==> src/rtl/coord_parser.sv <==
// coord_parser
//   Splits a packed {x, y, z} word into three coordinate fields and presents
//   them through a registered output stage. A FIFO_DEPTH-entry FIFO sits
//   behind that stage, so the whole block queues up to FIFO_DEPTH+1 words.
//   There is no input backpressure. A word that arrives while the queue is
//   full, and is not freed by an accept on the same edge, is dropped.
//
// Ports
//   clk           : single clock, rising edge
//   reset_n       : asynchronous active-low reset
//   data_in       : packed word {x, y, z}, x in the MSBs
//   data_in_valid : data_in is offered this cycle
//   x/y/z_coord   : fields of the presented word (registered)
//   data_valid    : presented word is unconsumed
//   data_ready    : consumer accepts when data_valid && data_ready
module coord_parser #(
  parameter int COORD_W    = 16,
  parameter int FIFO_DEPTH = 4
) (
  input  logic                 clk,
  input  logic                 reset_n,
  input  logic [3*COORD_W-1:0] data_in,
  input  logic                 data_in_valid,
  output logic [COORD_W-1:0]   x_coord,
  output logic [COORD_W-1:0]   y_coord,
  output logic [COORD_W-1:0]   z_coord,
  output logic                 data_valid,
  input  logic                 data_ready
);

  localparam int WORD_W = 3 * COORD_W;
  localparam int AW     = $clog2(FIFO_DEPTH);
  localparam int CNT_W  = AW + 1;

  logic [WORD_W-1:0] out_q, out_d;
  logic              valid_q, valid_d;
  logic [AW-1:0]     rd_ptr_q, rd_ptr_d;
  logic [AW-1:0]     wr_ptr_q, wr_ptr_d;
  logic [CNT_W-1:0]  cnt_q, cnt_d;
  logic [WORD_W-1:0] mem_q [FIFO_DEPTH];
  logic              mem_we;

  logic accept;
  logic out_free;
  logic fifo_empty;
  logic fifo_full;

  always_comb begin
    out_d    = out_q;
    valid_d  = valid_q;
    rd_ptr_d = rd_ptr_q;
    wr_ptr_d = wr_ptr_q;
    cnt_d    = cnt_q;
    mem_we   = 1'b0;

    accept     = valid_q & data_ready;
    out_free   = ~valid_q | accept;
    fifo_empty = (cnt_q == '0);
    fifo_full  = (cnt_q == CNT_W'(FIFO_DEPTH));

    if (out_free) begin
      if (!fifo_empty) begin
        // Head moves to the output. An incoming word takes the freed slot,
        // so the occupancy is unchanged in that case. When the FIFO was full
        // the write lands on the slot being read, which is safe because the
        // read uses the pre-edge contents.
        out_d    = mem_q[rd_ptr_q];
        valid_d  = 1'b1;
        rd_ptr_d = rd_ptr_q + AW'(1);
        if (data_in_valid) begin
          mem_we   = 1'b1;
          wr_ptr_d = wr_ptr_q + AW'(1);
        end else begin
          cnt_d = cnt_q - CNT_W'(1);
        end
      end else if (data_in_valid) begin
        // Bypass: an empty queue loads straight into the output register.
        out_d   = data_in;
        valid_d = 1'b1;
      end else begin
        // The output value is kept after an accept; only the valid flag drops.
        valid_d = 1'b0;
      end
    end else if (data_in_valid && !fifo_full) begin
      mem_we   = 1'b1;
      wr_ptr_d = wr_ptr_q + AW'(1);
      cnt_d    = cnt_q + CNT_W'(1);
    end
  end

  always_ff @(posedge clk or negedge reset_n) begin
    if (!reset_n) begin
      out_q    <= '0;
      valid_q  <= 1'b0;
      rd_ptr_q <= '0;
      wr_ptr_q <= '0;
      cnt_q    <= '0;
    end else begin
      out_q    <= out_d;
      valid_q  <= valid_d;
      rd_ptr_q <= rd_ptr_d;
      wr_ptr_q <= wr_ptr_d;
      cnt_q    <= cnt_d;
    end
  end

  // Storage needs no reset because the pointers and the count define which
  // entries are live.
  always_ff @(posedge clk) begin
    if (mem_we) begin
      mem_q[wr_ptr_q] <= data_in;
    end
  end

  assign x_coord    = out_q[WORD_W-1 -: COORD_W];
  assign y_coord    = out_q[2*COORD_W-1 -: COORD_W];
  assign z_coord    = out_q[COORD_W-1:0];
  assign data_valid = valid_q;

endmodule

==> config.mk <==
export PLATFORM = sky130hd
export DESIGN_NAME = coord_parser
export DESIGN_NICKNAME = d
export VERILOG_FILES = /design/src/rtl/coord_parser.sv
export SDC_FILE = /design/constraint.sdc
export NUM_CORES = 1
export LEC_CHECK = 0
export CORE_ASPECT_RATIO = 0.5
export CORE_MARGIN = 2
export CORE_UTILIZATION = 33
export CTS_CLUSTER_DIAMETER = 80
export DETAILED_ROUTE_END_ITERATION = 12
export DONT_BUFFER_PORTS = 1
export PLACE_DENSITY = 0.48
export SLEW_MARGIN = 20
export SYNTH_ARGS = -nofsm -noshare
export SYNTH_HDL_FRONTEND = slang
export SYNTH_SLANG_ARGS = --single-unit
==> constraint.sdc <==
create_clock -name clk -period 3.59 [get_ports clk]
set_clock_uncertainty 0.05 [all_clocks]
set_input_delay 0.1795 -clock clk [delete_from_list [all_inputs] [get_ports clk]]
set_output_delay 0.1795 -clock clk [all_outputs]
set_load 0.005 [all_outputs]
* Word-level counts from Yosys, hierarchy flattened
Memory sizes are Yosys's and may differ from the RTL's. Cells that the tools add are included.
Word-level totals: word-level logic and storage cells 44, RAM bits 192, output and inout port bits 49, input port bits 52, bits in registers 56, memories 1
Memory list:
- mem_q | depth 4, bits a word 48, read ports 1, clocked after memory_dff 0, wr ports 1, RTL line 40 | logic [WORD_W-1:0] mem_q [FIFO_DEPTH];
Cells by class: reduce and logical (&&, ||, !) cells 8, bitwise logic cells 4, add/sub/neg operators 4, equal/unequal tests 5, muxes and demuxes 17
Operators with widths (number):
- $mux 48 | 2
- $mux 3 | 4
- $mux 2 | 4
- $ne 2x2->1 const B | 4
- $mux 1 | 7
- $reduce_and 3->1 | 2
- $add 2x1->2 const B | 2
- $reduce_and 2->1 | 2
- $add 3x1->3 const B | 1
- $eq 3x3->1 const B | 1
- $logic_not 3->1 | 1
- $sub 3x1->3 const B | 1
- $not 1->1 | 2
- $reduce_bool 2->1 | 1
- $and 1x1->1 | 1
- $logic_and 1x1->1 | 1
- $logic_not 1->1 | 1
- $or 1x1->1 | 1

* Depth between registers and ports, before layout
depth in word-level cells 7, mapped depth 8, gate-level depth less buffers 7

* Worst setup path after synthesis
OpenSTA, ideal clock, no wires.
kind register -> register, start point register valid_q, in the netlist data_valid, end point memory mem_q[0][0] (netlist name) (enable), data required time 3129 ps, arrival 2189 ps, buffers on the path 1, cell stages (with the launch flop) 6, library setup time 410 ps, path slack 941 ps, period minus slack after synthesis 2649 ps, path through dfrtp_1 nor2b_1 buf_4 xor2_1 o31a_1 and2_1
On the way: word-level cells in the longest chain between the ends 5, elaborated cells on any way between the ends 6, classes of those cells mux: 3; bitwise: 3
Ends and longest elaborated chain:
- start: declaration | RTL line 36 | logic valid_q, valid_d;
- start signal: assignment | RTL line 100 | valid_q <= valid_d;
- $and 1x1->1 / $not 1->1 (equally long branches) | RTL line 56, 57
- $or 1x1->1 (*) | RTL line 57 | out_free = ~valid_q | accept;
- $mux 1 (*) | RTL line 61 | if (out_free) begin
- $mux 1 (*) | RTL line 110 | if (mem_we) begin
- $mux 1 (not written as such) (*) | RTL line 111 | mem_q[wr_ptr_q] <= data_in;
- end: declaration | RTL line 40
Every way passes the cells marked *; elsewhere a longest branch is shown, timed or not.

* Worst setup path after layout
start point register valid_q, in the netlist data_valid, end point memory mem_q[2][47] (netlist name) (enable)
The elaborated chain is that of the path after synthesis.

==> out/metrics.csv <==
metric;value;unit
synth_cells;514;
slew_violations;0;
cp_top_family;simple AND/OR/NAND/NOR gates;
cts_setup_buffers;0;
worst_pin_slew;0.764;ns
ios;101;
antenna_left;0;
synth_common_cells;192 x edfxtp_1, 56 x dfrtp_1, 53 x nor2_1;
gp_congestion;0.686;
min_path_type;in -> reg;
postPlaceCellArea;10100;µm²
die_h;124;µm
clockPowerShare;27.7;%
power_leakage;3.86;nW
setup_viol;0;
cts_tree;yes;
synthArstFlopShare;22.6;%
final_area;11400;µm²
switching_share;30.3;%
antenna_found_initial;1;
pwr-share-seq;47.0;%
power_density;823;nW/µm²
ys_top_cells_by_area;edfxtp_1 60%, dfrtp_1 15%, mux4_2 11%;
grt.total_usage;13.9;%
synth-edff-count;192;
rsz0062_at_grt;false;
maxSlewHeadroom;48.9;%
clk_pin_slew;0.07;ns
finalNonFillerCells;980;
syn_nets;571;
dp.cells;882;
ys_types;30;
p_int;6.57;mW
nNetsFinal;627;
crit_type;reg -> reg;
drcViolationCount;0;
routed_via_density;4.96;
totalWireLength;20800;µm
ys_seq_area_share;74.9;%
synth-main-ff-cell;edfxtp_1;
core;28700;µm²
drt_iter0_drc;396;
fin_setup_tns;0;ns
fmax;0.428;GHz
dp.final_hpwl;11300;µm
grt_max_degree;57;
finalHoldViolCount;0;
wire_per_inst;21.2;µm
yosysTopAreaCellShare;60.2;%
cts_buffers;25;
p_sw;2.85;mW
rows;44;
worstSkewPairLatency;0.52;ns
grt_pass1_wl;32600;µm
drive_gt1_share;19.0;%
syn-mean-instance-area;18.6;µm²
path_buf_inv;2;
yosysMostFrequentCell;edfxtp_1;
start_kind;register;
min_period;2.34;ns
area_delta_synth_final;19.5;%
cp_cell_sequence;nor2b_1 -> buf_4 -> xor2_1 -> o31a_1 -> and2_2 -> buf_12;
grt.overflow.total;0;
syn_area;9570;µm²
critical_path.slowest_cell;and2_2;
synth_top_area_cell;edfxtp_1;
cts_root_buffer;clkbuf_16;
htree_levels;1;
peakVddDrop;0.509;mV
end_kind;register;
first_global_vias;5307;
die_area;30500;µm²
die_w;245;µm
arrival;2.49;ns
status;finished, final reports clean;
dr.pass1.iters;4;
port_buffers;0;
cts_resized;0;
cp_max_fo;32;
clock_sinks;248;
vias;4860;
cts_max_path_buffers;3;
slowest_delay;0.52;ns
start_util;33.3;%
ys_ff_latch;248;
ys_warn_count;0;
maxCapViolCount;0;
fillCellCount;2597;
combPwrFrac;25.3;%
fin_crit_sh;65.1;%
required;3.75;ns
## kinds of logic (layout without fill, tap and decap cells)
logic type | count (synthesis) | in the layout | synth area share [%]
and+or+nand+nor | 66 | 66 | 3.05
buffers and inverters | 36 | 110 | 1.90
other | 0 | 1 | 0
adders and majority gates | 5 | 5 | 0.654
xor gates and xnor gates | 7 | 7 | 0.640
AOI/OAI and AO/OA | 103 | 103 | 7.49
DFF | 248 | 248 | 74.9
muxes | 49 | 49 | 11.4
## final cells by class
cell class / instances / area, µm² / share of cell area (%)
sequential: 248 / 7170 / 62.7
multi-input combinational: 230 / 2240 / 19.6
clock buffer: 34 / 719 / 6.29
timing repair buffer: 63 / 696 / 6.08
tap: 391 / 489 / 4.28
clock inverter: 11 / 110 / 0.963
inverter: 2 / 7.51 / 0.0656
antenna: 1 / 2.50 / 0.0219
## worst reg2reg max path: stages, from the launching register on
cell and delay (ns):
dfrtp_1 0.36, nor2b_1 0.14, buf_4 0.21, xor2_1 0.17, o31a_1 0.26, and2_2 0.52
buf_12 0.30
## power by group through the flow
stage | registers, mW | logic (mW) | clock network [mW]
after floorplan | 4.24 | 1.85 | 0
after global placement | 4.50 | 2.31 | 0
after detailed placement | 4.51 | 2.34 | 0
after CTS | 4.45 | 2.44 | 2.68
after global routing | 4.52 | 2.64 | 2.80
final | 4.43 | 2.38 | 2.61
## cells in the final DEF, fill, tap and decap left out, types with 2 or more instances in the layout
| cell type | n |
|---|---|
| edfxtp_1 | 192 |
| dfrtp_1 | 54 |
| nor2_1 | 52 |
| dlygate4sd3_1 | 51 |
| a21oi_1 | 49 |
| mux4_2 | 48 |
| o2bb2ai_1 | 48 |
| clkbuf_16 | 25 |
| clkbuf_8 | 6 |
| clkinv_2 | 6 |
| buf_12 | 6 |
| ha_1 | 5 |
| buf_4 | 5 |
| xor2_1 | 4 |
| and2_2 | 4 |
| xnor2_1 | 3 |
| clkbuf_1 | 3 |
| inv_1 | 2 |
| nor2_4 | 2 |
| nand2_1 | 2 |
| bufinv_16 | 2 |
## final timing paths
check                                  startpoint                 endpoint  slack (ns)  cells past startpoint
setup reg to reg           data_valid$_DFFE_PN0P_   mem_q[2][47]$_DFFE_PP_        1.25                      6
setup / recovery           data_valid$_DFFE_PN0P_   mem_q[2][47]$_DFFE_PP_        1.25                      6
min in group asynchronous                 reset_n    out_q[27]$_DFFE_PN0P_        0.15                      2
max in group asynchronous                 reset_n  rd_ptr_q[0]$_DFFE_PN0P_        3.05                      2
hold / removal                      data_in_valid    out_q[28]$_DFFE_PN0P_        0.11                      3
hold reg to reg             out_q[10]$_DFFE_PN0P_    out_q[10]$_DFFE_PN0P_        0.47                      1
## through the flow
stage,utilization (%),hold slack (ns),setup slack [ns],power [mW]
2_1_floorplan,-,-0.166,0.941,6.09
3_3_place_gp,35.0,-0.165,1.26,6.82
4_1_cts,39.8,0.0950,1.22,9.58
6_report,39.8,0.113,1.25,9.42
3_5_place_dp,35.0,-0.165,1.24,6.84
5_1_grt,39.8,0.115,1.07,9.95
## routing by layer
| metal | wire length, µm | global-route usage [%] |
|---|---|---|
| met1 | 9580 | 19.3 |
| met2 | 9930 | 22.8 |
| met3 | 828 | 2.48 |
| met4 | 455 | 3.41 |
| met5 | 0 | 0 |
## sequential cells by signal, summed over array words and instances (netlist names)
register    cells
mem_q         192
out_q          48
cnt_q           3
rd_ptr_q        2
wr_ptr_q        2
data_valid      1
## repair_timing
item | CTS | global route
hold endpoints to repair | 301 | 0
hold buffers | 52 | 0
endpoints found under the setup margin | 0 | 0
Power figures use the tool's default switching activity.
